### src/rtl/cfg_reg_pkg.sv
// cfg_reg_pkg: shared constants and types for the configuration register bank.
//   CFG_NUM_REGS / CFG_ADDR_W / CFG_DATA_W : default geometry of cfg_reg_ctrl
//   REG_*                                  : register address map (1-based)
//   grant_e                                : arbiter grant identity
package cfg_reg_pkg;

    localparam int unsigned CFG_NUM_REGS = 5;
    localparam int unsigned CFG_ADDR_W   = 7;
    localparam int unsigned CFG_DATA_W   = 8;

    localparam int unsigned REG_OUT_LO = 1;
    localparam int unsigned REG_OUT_HI = 2;
    localparam int unsigned REG_PWM_LO = 3;
    localparam int unsigned REG_PWM_HI = 4;
    localparam int unsigned REG_DUTY   = 5;

    typedef enum logic {
        GRANT_HOST = 1'b0,
        GRANT_SPI  = 1'b1
    } grant_e;

endpackage

### src/rtl/rr_arb2.sv
// rr_arb2: two-requester round-robin arbiter (HOST, SPI).
//   clk, rst        : clock, asynchronous active-high reset
//   req_host_i      : host requester
//   req_spi_i       : SPI requester
//   gnt_host_o      : host granted this cycle
//   gnt_spi_o       : SPI granted this cycle
//   last_grant_o    : requester granted most recently (HOST after reset)
module rr_arb2
    import cfg_reg_pkg::*;
(
    input  logic   clk,
    input  logic   rst,
    input  logic   req_host_i,
    input  logic   req_spi_i,
    output logic   gnt_host_o,
    output logic   gnt_spi_o,
    output grant_e last_grant_o
);

    grant_e last_q, last_d;
    logic   gnt_host, gnt_spi;

    always_ff @(posedge clk or posedge rst) begin
        if (rst) begin
            last_q <= GRANT_HOST;
        end else begin
            last_q <= last_d;
        end
    end

    always_comb begin
        gnt_host = 1'b0;
        gnt_spi  = 1'b0;
        last_d   = last_q;
        if (req_host_i && req_spi_i) begin
            // Contention: favour whoever was not served last.
            if (last_q == GRANT_SPI) begin
                gnt_host = 1'b1;
            end else begin
                gnt_spi = 1'b1;
            end
        end else begin
            gnt_host = req_host_i;
            gnt_spi  = req_spi_i;
        end
        if (gnt_host) begin
            last_d = GRANT_HOST;
        end else if (gnt_spi) begin
            last_d = GRANT_SPI;
        end
    end

    assign gnt_host_o   = gnt_host;
    assign gnt_spi_o    = gnt_spi;
    assign last_grant_o = last_q;

endmodule

### src/rtl/cfg_reg_ctrl.sv
// cfg_reg_ctrl: configuration register bank controller.
// Owns NUM_REGS data registers (addresses 1..NUM_REGS), arbitrates one write
// per cycle between a one-entry SPI slot and a host port, and optionally
// stages writes in shadow registers committed on a period-boundary strobe.
// Build option: define CFG_REG_SHADOW_EN to enable shadow/commit staging.
//   clk, rst                      : clock, asynchronous active-high reset
//   spi_wr_valid/addr/data        : one-cycle SPI write pulse (no backpressure)
//   host_wr_valid/ready/addr/data : host write handshake
//   commit                        : period-boundary strobe (shadow build only)
//   reg_out                       : active registers, reg 1 in the low byte
//   pending                       : some shadow register is uncommitted
//   err_addr                      : pulse after a granted out-of-range write
//   spi_ovf                       : sticky, an SPI write was overwritten in the slot
module cfg_reg_ctrl
    import cfg_reg_pkg::*;
#(
    parameter int unsigned NUM_REGS = CFG_NUM_REGS,
    parameter int unsigned ADDR_W   = CFG_ADDR_W,
    parameter int unsigned DATA_W   = CFG_DATA_W
) (
    input  logic                       clk,
    input  logic                       rst,
    input  logic                       spi_wr_valid,
    input  logic [ADDR_W-1:0]          spi_wr_addr,
    input  logic [DATA_W-1:0]          spi_wr_data,
    input  logic                       host_wr_valid,
    output logic                       host_wr_ready,
    input  logic [ADDR_W-1:0]          host_wr_addr,
    input  logic [DATA_W-1:0]          host_wr_data,
    input  logic                       commit,
    output logic [NUM_REGS*DATA_W-1:0] reg_out,
    output logic                       pending,
    output logic                       err_addr,
    output logic                       spi_ovf
);

    logic              slot_full_q, slot_full_d;
    logic [ADDR_W-1:0] slot_addr_q, slot_addr_d;
    logic [DATA_W-1:0] slot_data_q, slot_data_d;
    logic              spi_ovf_q, spi_ovf_d;
    logic              err_q, err_d;
    logic [DATA_W-1:0] regs_q [NUM_REGS];
    logic [DATA_W-1:0] regs_d [NUM_REGS];

    logic              gnt_host, gnt_spi, wr_en;
    grant_e            last_grant;
    logic [ADDR_W-1:0] wr_addr;
    logic [DATA_W-1:0] wr_data;
    logic [NUM_REGS-1:0] wr_hit;

`ifdef CFG_REG_SHADOW_EN
    logic [DATA_W-1:0]   shadow_q [NUM_REGS];
    logic [DATA_W-1:0]   shadow_d [NUM_REGS];
    logic [NUM_REGS-1:0] dirty_q, dirty_d;
`else
    logic unused_commit;
    assign unused_commit = commit;
`endif

    rr_arb2 u_arb (
        .clk          (clk),
        .rst          (rst),
        .req_host_i   (host_wr_valid),
        .req_spi_i    (slot_full_q),
        .gnt_host_o   (gnt_host),
        .gnt_spi_o    (gnt_spi),
        .last_grant_o (last_grant)
    );

    // Equivalent to "host would win if it asked", so it never depends on host_wr_valid.
    assign host_wr_ready = !slot_full_q || (last_grant == GRANT_SPI);

    assign wr_en   = gnt_host || gnt_spi;
    assign wr_addr = gnt_spi ? slot_addr_q : host_wr_addr;
    assign wr_data = gnt_spi ? slot_data_q : host_wr_data;

    always_comb begin
        wr_hit = '0;
        for (int unsigned i = 0; i < NUM_REGS; i++) begin
            wr_hit[i] = wr_en && (wr_addr == ADDR_W'(i + 1));
        end
        err_d = wr_en && (wr_hit == '0);
    end

    always_comb begin
        slot_full_d = slot_full_q;
        slot_addr_d = slot_addr_q;
        slot_data_d = slot_data_q;
        spi_ovf_d   = spi_ovf_q;
        if (spi_wr_valid) begin
            // A reload in the cycle the old entry is granted is not a loss.
            if (slot_full_q && !gnt_spi) begin
                spi_ovf_d = 1'b1;
            end
            slot_full_d = 1'b1;
            slot_addr_d = spi_wr_addr;
            slot_data_d = spi_wr_data;
        end else if (gnt_spi) begin
            slot_full_d = 1'b0;
        end
    end

    always_comb begin
        regs_d = regs_q;
`ifdef CFG_REG_SHADOW_EN
        shadow_d = shadow_q;
        dirty_d  = dirty_q;
        for (int unsigned i = 0; i < NUM_REGS; i++) begin
            // Commit reads the old shadow, so a coincident write stays staged.
            if (commit && dirty_q[i]) begin
                regs_d[i]  = shadow_q[i];
                dirty_d[i] = 1'b0;
            end
            if (wr_hit[i]) begin
                shadow_d[i] = wr_data;
                dirty_d[i]  = 1'b1;
            end
        end
`else
        for (int unsigned i = 0; i < NUM_REGS; i++) begin
            if (wr_hit[i]) begin
                regs_d[i] = wr_data;
            end
        end
`endif
    end

    always_ff @(posedge clk or posedge rst) begin
        if (rst) begin
            slot_full_q <= 1'b0;
            slot_addr_q <= '0;
            slot_data_q <= '0;
            spi_ovf_q   <= 1'b0;
            err_q       <= 1'b0;
            for (int unsigned i = 0; i < NUM_REGS; i++) begin
                regs_q[i] <= '0;
            end
`ifdef CFG_REG_SHADOW_EN
            for (int unsigned i = 0; i < NUM_REGS; i++) begin
                shadow_q[i] <= '0;
            end
            dirty_q <= '0;
`endif
        end else begin
            slot_full_q <= slot_full_d;
            slot_addr_q <= slot_addr_d;
            slot_data_q <= slot_data_d;
            spi_ovf_q   <= spi_ovf_d;
            err_q       <= err_d;
            regs_q      <= regs_d;
`ifdef CFG_REG_SHADOW_EN
            shadow_q <= shadow_d;
            dirty_q  <= dirty_d;
`endif
        end
    end

    always_comb begin
        reg_out = '0;
        for (int unsigned i = 0; i < NUM_REGS; i++) begin
            reg_out[i*DATA_W +: DATA_W] = regs_q[i];
        end
    end

`ifdef CFG_REG_SHADOW_EN
    assign pending = |dirty_q;
`else
    assign pending = 1'b0;
`endif
    assign err_addr = err_q;
    assign spi_ovf  = spi_ovf_q;

endmodule

### config.mk
export PLATFORM = sky130hd
export DESIGN_NAME = cfg_reg_ctrl
export DESIGN_NICKNAME = d
export VERILOG_FILES = /design/src/rtl/cfg_reg_pkg.sv /design/src/rtl/rr_arb2.sv /design/src/rtl/cfg_reg_ctrl.sv
export SDC_FILE = /design/constraint.sdc
export NUM_CORES = 1
export LEC_CHECK = 0
export CAP_MARGIN = 20
export CORE_ASPECT_RATIO = 0.7
export CORE_MARGIN = 2
export CORE_UTILIZATION = 55
export CTS_BUF_LIST = sky130_fd_sc_hd__clkbuf_8
export DETAILED_ROUTE_END_ITERATION = 16
export DONT_BUFFER_PORTS = 1
export PLACE_DENSITY_LB_ADDON = 0.2
export SETUP_SLACK_MARGIN = 0.05
export SLEW_MARGIN = 20
export SYNTH_ARGS = -nofsm -noshare
export SYNTH_HDL_FRONTEND = slang
export SYNTH_HIERARCHICAL = 1
export SYNTH_SLANG_ARGS = --single-unit
### constraint.sdc
create_clock -name clk -period 3.9 [get_ports clk]
set_input_delay 0.78 -clock clk [delete_from_list [all_inputs] [get_ports clk]]
set_output_delay 0.78 -clock clk [all_outputs]
set_load 0.02 [all_outputs]
==> impl_metrics.ini, run 1 <==
[outcome]
run_status = finished clean

[global_route]
via_count_of_the_first_global_routing_pass = 1471
overflow = 0
wire_length_of_the_first_global_routing_pass_um = 7824
grt_start_max_net_pins = 36
antenna_found_initial = 0
grtUsageTotal_pct = 21.16

[drt]
routed_wire_length_per_instance_um = 21.07
route.detailed.vias_per_inst = 5.895
first_pass_iters = 4
drt-initial-drc-count = 53
vias = 1403
finalWirelength_um = 5014
drtAntennaViolNets = 0
drc_errors = 0

[placement]
place_hpwl_um = 3511
finalWeightedCongestion = 0.8572
count_of_port_buffers_added_during_placement = 0
placed_cells_incl_taps = 222

[power]
power_frac_comb_pct = 16.4
power.static_leakage_nw = 1.338
p_sw_share_pct = 33.53
power.density_mw_per_mm2 = 726.4
power_frac_clock_pct = 31.0
irDropWorstVdd_v = 0.0003946
power_switching_w = 0.0006948
cellInternalPower_w = 0.001377
share_seq_of_total_power_pct = 52.6

[critical_path]
critical_path.endpoint_type = flop
worst-endpoint-required_ns = 4.12
start_kind = flop
critPathKind = reg -> reg
crit_path_max_fanout = 15
worstPathArrival_ns = 2.94

[synth]
net_count_of_the_mapped_netlist = 205
synth.avg_cell_area_um2 = 14.97
ys_ff_latch = 59
synth_top_area_cell = dfrtp_1
synth_cells = 170
synth.cell_area_mm2 = 0.002545
sequential_fraction_of_the_synthesis_area_pct = 58.01
post_synth_num_cell_types = 28
yosysWarnings = 6
yosys.area.top_type_share_pct = 58.01
ys_top_cells_by_area = dfrtp_1 (58%), mux2_2 (28%), nor4_4 (2.5%), nor4b_4 (0.93%), mux2i_1 (0.79%)

[clock_tree]
largest_buffer_count_on_any_clock_path = 2
post_cts_resized = 0
clk_root_buffer_cell = clkbuf_8
cts.clk_slew.worst_paths_ns = 0.06
cts_sinks = 59
worstSkewPairLatency_ns = 0.33
cts_hold_repair.buffers = 0
cts_tree = done
clock_tree.htree_level_count = 3
tritoncts.num_buffers = 9
post_cts.repair.setup_buffers = 0

[timing]
fin_skew_ns = 0.009079
totalNegativeSetupSlack_ns = 0
final.min_clock_period_ns = 2.719
slew_headroom_pct = 50.30
final_hold_viol_count = 0
min_period_over_period_pct = 69.72
worst-slew-pin-transition_ns = 0.7399
timing.fmax_mhz = 367.8
grt_setup_unrepaired = false
final-setup-viol-count = 0
slew_violations = 0

[layout]
final_layout_size_suffix_gt1_share_pct = 50.27
ff_latch_area_mm2 = 0.001476
nets = 213
mostFrequentLayoutCell = mux2_2
insertedDiodeCount = 0
fill_cells = 318
layout_overhead_on_the_synthesized_area_pct = 12.09
multi_input_area_mm2 = 0.001016
finalNonFillerCells = 238
most-common-layout-cells = mux2_2 (64), dfrtp_1 (59), clkbuf_8 (12)

[job]
cap_violations = 0

[die]
core_area_mm2 = 0.004404
die_height_um = 60.91
die_area_mm2 = 0.005196
floorplan.initialDensity_pct = 57.78
die_w_um = 85.31
num_io_pins = 79
row_count = 20

[worst_hold_path]
holdCritPathClass = in -> async
==> power by group through the flow <==
stage,registers (W),logic (W),clock network [W]
2_1_floorplan,0.00106,0.000294,0
3_3_place_gp,0.00109,0.000320,0
3_5_place_dp,0.00110,0.000343,0
4_1_cts,0.00109,0.000344,0.000657
5_1_grt,0.00111,0.000371,0.000690
6_report,0.00109,0.000340,0.000643
==> logic make-up after synthesis <==
kind of cell	after synthesis	share of synthesized area (%)
DFF	59	58.01
and+or+nand+nor	22	7.621
buffers and inverters	11	2.212
other	1	0.1474
AOI/OAI and AO/OA	11	2.901
muxes	66	29.11
==> flip-flops by register name, indices dropped and copies added, names as in the netlist <==
signal	count
slot_full_q	1
spi_ovf	1
slot_addr_q	7
err_addr	1
u_arb/last_grant_o	1
reg_out	40
slot_data_q	8
==> synthesized netlist by cell type <==
| cell type | count |
|---|---|
| a31o_2 | 1 |
| nor2b_1 | 1 |
| nor2_1 | 3 |
| a21o_1 | 2 |
| nand2_1 | 5 |
| a21oi_1 | 2 |
| conb_1 | 1 |
| o21ai_0 | 2 |
| nor2_2 | 1 |
| nand3_2 | 1 |
| and4bb_2 | 1 |
| nor4b_1 | 1 |
| o211a_1 | 1 |
| and2_1 | 1 |
| a31oi_1 | 2 |
| buf_6 | 1 |
| dfrtp_1 | 59 |
| nand2b_1 | 2 |
| mux2_2 | 64 |
| a21boi_0 | 1 |
| inv_1 | 5 |
| nand3b_1 | 1 |
| nand4_1 | 1 |
| mux2i_1 | 2 |
| nor4b_4 | 1 |
| buf_4 | 2 |
| nor4_4 | 3 |
| clkbuf_1 | 3 |
==> through the flow <==
step	instance area [um2]	total power (W)	utilization [%]	hold slack (ns)	setup WS (ns)
5_1_grt	2853	0.002174	64.77	0.1481	1.027
3_5_place_dp	2615	0.001445	59.38	0.4928	0.8502
6_report	2853	0.002072	64.77	0.1664	1.181
4_1_cts	2853	0.002094	64.77	0.1527	1.178
3_3_place_gp	2595	0.001414	58.92	0.4835	0.9261
2_1_floorplan	2545	0.001352	-	0.4750	1.165
==> worst max-delay path: stages, from the launching register on <==
cell,delay (ns)
dfrtp_1,0.41
a21boi_2,0.51
buf_4,0.33
a31oi_1,0.20
nor4_4,0.73
mux2_2,0.41
==> worst paths after layout <==
check | from | end | slack [ns] | depth (start not counted)
max | slot_full_q | reg_out[33] | 1.18 | 5
min | rst | u_arb/last_grant_o | 0.17 | 1
max reg2reg | slot_full_q | reg_out[33] | 1.18 | 5
min reg2reg | slot_data_q[6] | slot_data_q[6] | 0.50 | 1
max in group asynchronous | rst | reg_out[3] | 2.96 | 2
min in group clk | slot_data_q[6] | slot_data_q[6] | 0.50 | 1
==> area by class of cell <==
class / count / share of cell area, %
flip-flops and latches: 59 / 51.75
multi-input cells: 100 / 35.61
clock buffers: 12 / 5.789
clock inverters: 4 / 2.544
well taps: 55 / 2.412
repair buffers: 3 / 1.228
inverters: 5 / 0.6579
==> layer usage <==
layer,vias up,part of all wire [%],GRT usage [%],wire length (um)
met5,-,0,0,0
met4,0,1.5,8.844,76
met3,10,7.9,9.932,394
met2,46,49,33.04,2432
met1,720,42,25.91,2111
li1,627,-,-,-
(Power assumes the default switching activity.)
==> inputs of run 2 (changes only) <==
- clock period: 3.9 -> 2.85 ns (I/O delays scaled with it)
==> impl_metrics.ini, run 2 (synthesis results as in run 1) <==
[global_route]
gr-usage-met3_pct = 10.20
use_met1_pct = 25.77
via_count_of_the_first_global_routing_pass = 1515
antenna_found_initial = 0
grtUsageTotal_pct = 21.54
overflow = 0
wire_length_of_the_first_global_routing_pass_um = 7955
grt_start_max_net_pins = 59
busiest_layer = met2
grtUsageMet2_pct = 34.71

[die]
floorplan.initialDensity_pct = 57.78
die_area_mm2 = 0.005196
row_count = 20
die_w_um = 85.31
die_height_um = 60.91
core_area_mm2 = 0.004404
num_io_pins = 79

[timing]
fin_skew_ns = 0.008421
worst-slew-pin-transition_ns = 0.6992
grt_setup_unrepaired = false
totalNegativeSetupSlack_ns = 0
slew_headroom_pct = 53.39
timing.fmax_mhz = 437.0
final.min_clock_period_ns = 2.289
final-setup-viol-count = 0
final_hold_viol_count = 0
slew_violations = 0
min_period_over_period_pct = 80.30

[clock_tree]
clk_root_buffer_cell = clkbuf_8
tritoncts.num_buffers = 9
cts_tree = done
cts_sinks = 59
largest_buffer_count_on_any_clock_path = 2
worstSkewPairLatency_ns = 0.34
clock_tree.htree_level_count = 3
cts.clk_slew.worst_paths_ns = 0.07

[critical_path]
worstPathArrival_ns = 2.51
critPathKind = reg -> reg
worst_r2r_endpoint = reg_out[29]
crit_path_max_fanout = 16
r2r_slack_ns = 0.56
worst-endpoint-required_ns = 3.07
critical_path.endpoint_type = flop
worstReg2RegStart = slot_full_q
start_kind = flop
ff2ff_path_depth = 7

[layout]
final_layout_size_suffix_gt1_share_pct = 51.06
nets = 218
largest_register_ffs = 40
mostFrequentLayoutCell = mux2_2
final_core_util_pct = 63.89
insertedDiodeCount = 0
layout_overhead_on_the_synthesized_area_pct = 10.57
most-common-layout-cells = mux2_2 (64), dfrtp_1 (59), clkbuf_8 (9)

[placement]
place_hpwl_um = 3565
count_of_port_buffers_added_during_placement = 0
finalWeightedCongestion = 0.8019

[drt]
drc_errors = 0
first_pass_iters = 4
vias = 1420
drt-initial-drc-count = 39
finalWirelength_um = 5108
route.detailed.vias_per_inst = 5.844
drtAntennaViolNets = 0
routed_wire_length_per_instance_um = 21.02

[outcome]
run_status = finished clean

[job]
cap_violations = 0

[worst_hold_path]
holdCritPathClass = in -> async

[power]
design_power_total_w = 0.002619
irDropWorstVdd_v = 0.0005417
power.density_mw_per_mm2 = 930.6
power.static_leakage_nw = 1.318
## run 2: power breakdown
part	switching (W)	internal, W	total, W
clock	0.000344	0.000311	0.000655
sequential	0.000421	0.00107	0.00149
combinational	0.000212	0.000262	0.000474
total	0.000977	0.00164	0.00262
## run 2: layout make-up
cell class,instances,area (um2)
fill,322,1590
sequential,59,1476
multi-input combinational,100,1016
clock buffer,9,123.9
tap,55,68.82
timing repair buffer,8,62.56
clock inverter,7,45.04
inverter,5,21.27
## run 2: metal layers
metal | vias up | wire length, um | part of all wire [%]
met2 | 52 | 2476 | 48
met5 | - | 0 | 0
met1 | 729 | 2178 | 43
li1 | 631 | - | -
met4 | 0 | 68 | 1.3
met3 | 8 | 384 | 7.5
## run 2: per-stage QoR
| stage | area [um2] | setup WS, ns | cells | hold slack [ns] |
|---|---|---|---|---|
| 4_1_cts | 2811 | 0.5582 | 243 | 0.3235 |
| 6_report | 2814 | 0.5614 | 243 | 0.2044 |
| 3_3_place_gp | 2633 | 0.4447 | 226 | 0.3006 |
| 5_1_grt | 2814 | 0.4182 | 243 | 0.2618 |
| 3_5_place_dp | 2633 | 0.4595 | 226 | 0.3115 |
| 2_1_floorplan | 2545 | 0.3249 | 170 | 0.2987 |
## run 2: worst max-delay path, cell delays in order (launching register included)
cell and delay (ns):
dfrtp_1 0.41, a21boi_2 0.19, buf_4 0.24, nor4b_4 0.27
nor2_2 0.12, nor4_4 0.35, buf_4 0.23, mux2_2 0.35
## run 2: what timing repair did
item,CTS,global route
hold endpoints to repair,1,0
gates resized for setup,0,0
buffers inserted,0,0
hold buffers,1,0
## run 2: worst max-delay path by stage
stage,startpoint,endpoint,slack (ns),depth (start not counted)
final,slot_full_q,reg_out[29],0.56,7
after global routing,slot_full_q,reg_out[29],0.42,7
after CTS,slot_full_q,reg_out[29],0.56,7
after detailed placement,host_wr_valid,reg_out[29],0.46,7
after global placement,host_wr_valid,reg_out[28],0.44,7
after floorplan,host_wr_valid,reg_out[0],0.32,6
==> inputs of run 3 (changes only) <==
- clock period: 2.85 -> 1.95 ns (I/O delays scaled with it)
==> impl_metrics.ini, run 3 (synthesis results as in run 1) <==
[outcome]
run_status = finished, violations left
violations = setup timing

[timing]
setup_slack_ns = -0.2301
final-setup-viol-count = 40
final.min_clock_period_ns = 2.180
fin_skew_ns = 0.01126
totalNegativeSetupSlack_ns = -6.969
slew_violations = 0
grt_setup_unrepaired = true
slew_headroom_pct = 51.33
timing.hold.ws_ns = 0.1424
timing.fmax_mhz = 458.7
final_hold_viol_count = 0
worst-slew-pin-transition_ns = 0.7301
min_period_over_period_pct = 111.8

[die]
row_count = 20
die_area_mm2 = 0.005196
num_io_pins = 79
die_w_um = 85.31
die_height_um = 60.91
floorplan.initialDensity_pct = 57.78
core_area_mm2 = 0.004404

[drt]
drc_errors = 0
vias = 1553
drtAntennaViolNets = 0
finalWirelength_um = 6177
routed_wire_length_per_instance_um = 23.13
route.detailed.vias_per_inst = 5.816
drt-initial-drc-count = 66
first_pass_iters = 4

[critical_path]
worst-endpoint-required_ns = 2.16
ff2ff_path_depth = 7
r2r_slack_ns = -0.23
crit_path_cell_trace = a21boi_4 -> buf_6 -> mux2_4 -> buf_6 -> nor4_4 -> buf_6 -> mux2_4
cell_with_the_biggest_individual_delay_on_the_critical_path = dfrtp_1
worstPathArrival_ns = 2.39
critical_path.endpoint_type = flop
worst_path_largest_cell_delay_ns = 0.43
critPathKind = reg -> reg
worst_r2r_endpoint = reg_out[39]
cp_common_cell = buf_6
start_kind = flop
crit_path_max_fanout = 4
worstReg2RegStart = u_arb/last_grant_o

[layout]
nets = 242
largest_register_ffs = 40
layout_overhead_on_the_synthesized_area_pct = 27.38
final_layout_size_suffix_gt1_share_pct = 60.38
insertedDiodeCount = 0
final_core_util_pct = 73.61
mostFrequentLayoutCell = dfrtp_1
most-common-layout-cells = dfrtp_1 (59), mux2_2 (38), mux2_4 (26)

[global_route]
antenna_found_initial = 0
grt_start_max_net_pins = 59
overflow = 0
grtUsageTotal_pct = 25.20
wire_length_of_the_first_global_routing_pass_um = 9384
via_count_of_the_first_global_routing_pass = 1720

[placement]
place_hpwl_um = 3989
finalWeightedCongestion = 0.7738
count_of_port_buffers_added_during_placement = 0

[power]
irDropWorstVdd_v = 0.001031
power.density_mw_per_mm2 = 1349
power.static_leakage_nw = 1.530

[job]
cap_violations = 0

[clock_tree]
cts_sinks = 59
tritoncts.num_buffers = 9
clock_tree.htree_level_count = 3
worstSkewPairLatency_ns = 0.34
cts.clk_slew.worst_paths_ns = 0.06
cts_tree = done
clk_root_buffer_cell = clkbuf_8
largest_buffer_count_on_any_clock_path = 2

[worst_hold_path]
holdCritPathClass = in -> async
run 3: cell types whose count changed in the layout (fill, tap and decap cells not counted), sizes merged:
cell,change
clkbuf,+1
bufinv,+1
buf,+24
clkinvlp,-2
inv,-1
clkinv,+1
run 3: final cells by class:
type	count	area [um2]
sequential	59	1476
multi-input combinational	100	1185
fill	273	1162
timing repair buffer	32	299.0
clock buffer	10	137.6
tap	55	68.82
clock inverter	6	56.30
inverter	5	18.77
run 3: worst max-delay path by stage:
stage | start | end | slack, ns | cells past startpoint
4_1_cts | slot_full_q | reg_out[35] | -0.21 | 8
6_report | u_arb/last_grant_o | reg_out[39] | -0.23 | 7
5_1_grt | u_arb/last_grant_o | reg_out[39] | -0.28 | 7
3_5_place_dp | slot_full_q | reg_out[29] | -0.27 | 8
2_1_floorplan | slot_full_q | reg_out[24] | -0.04 | 6
3_3_place_gp | u_arb/last_grant_o | reg_out[0] | -0.16 | 7
run 3: layer usage:
layer | global-route usage [%] | vias up | part of all wire, %
li1 | - | 680 | -
met1 | 28.65 | 802 | 40
met2 | 42.97 | 59 | 51
met3 | 11.84 | 12 | 7.7
met4 | 8.844 | 0 | 1.7
met5 | 0 | - | 0
run 3: what timing repair did:
action / CTS / global route
endpoints found under the hold margin: 1 / 0
hold buffers: 1 / 0
setup endpoints to repair: 40 / 40
cloned: 0 / 0
setup buffers: 9 / 2
pin swaps: 4 / 9
resized for setup: 24 / 18
run 3: report_power, final:
group          total, W  switching [W]  leakage (nW)  internal (W)
clock           0.00108       0.000467         0.103      0.000613
combinational   0.00109       0.000424         0.669      0.000662
sequential      0.00221       0.000644         0.758       0.00156
run 3: worst max-delay path, delay by kind of cell (launching register included):
family | cells | cell delay (ns)
flops | 1 | 0.43
simple gates | 1 | 0.32
mux | 2 | 0.63
buf+inv | 3 | 0.45
compound gates | 1 | 0.22
run 3: per-stage QoR:
stage / std cells / cell area, um2 / power, W / worst slack [ns]
after detailed placement: 240 / 2796 / 0.003052 / -0.2712
final: 267 / 3242 / 0.004372 / -0.2301
after floorplan: 170 / 2608 / 0.002775 / -0.04216
after global routing: 267 / 3242 / 0.004563 / -0.2796
after global placement: 240 / 2796 / 0.002973 / -0.1603
after CTS: 265 / 3161 / 0.004307 / -0.2143
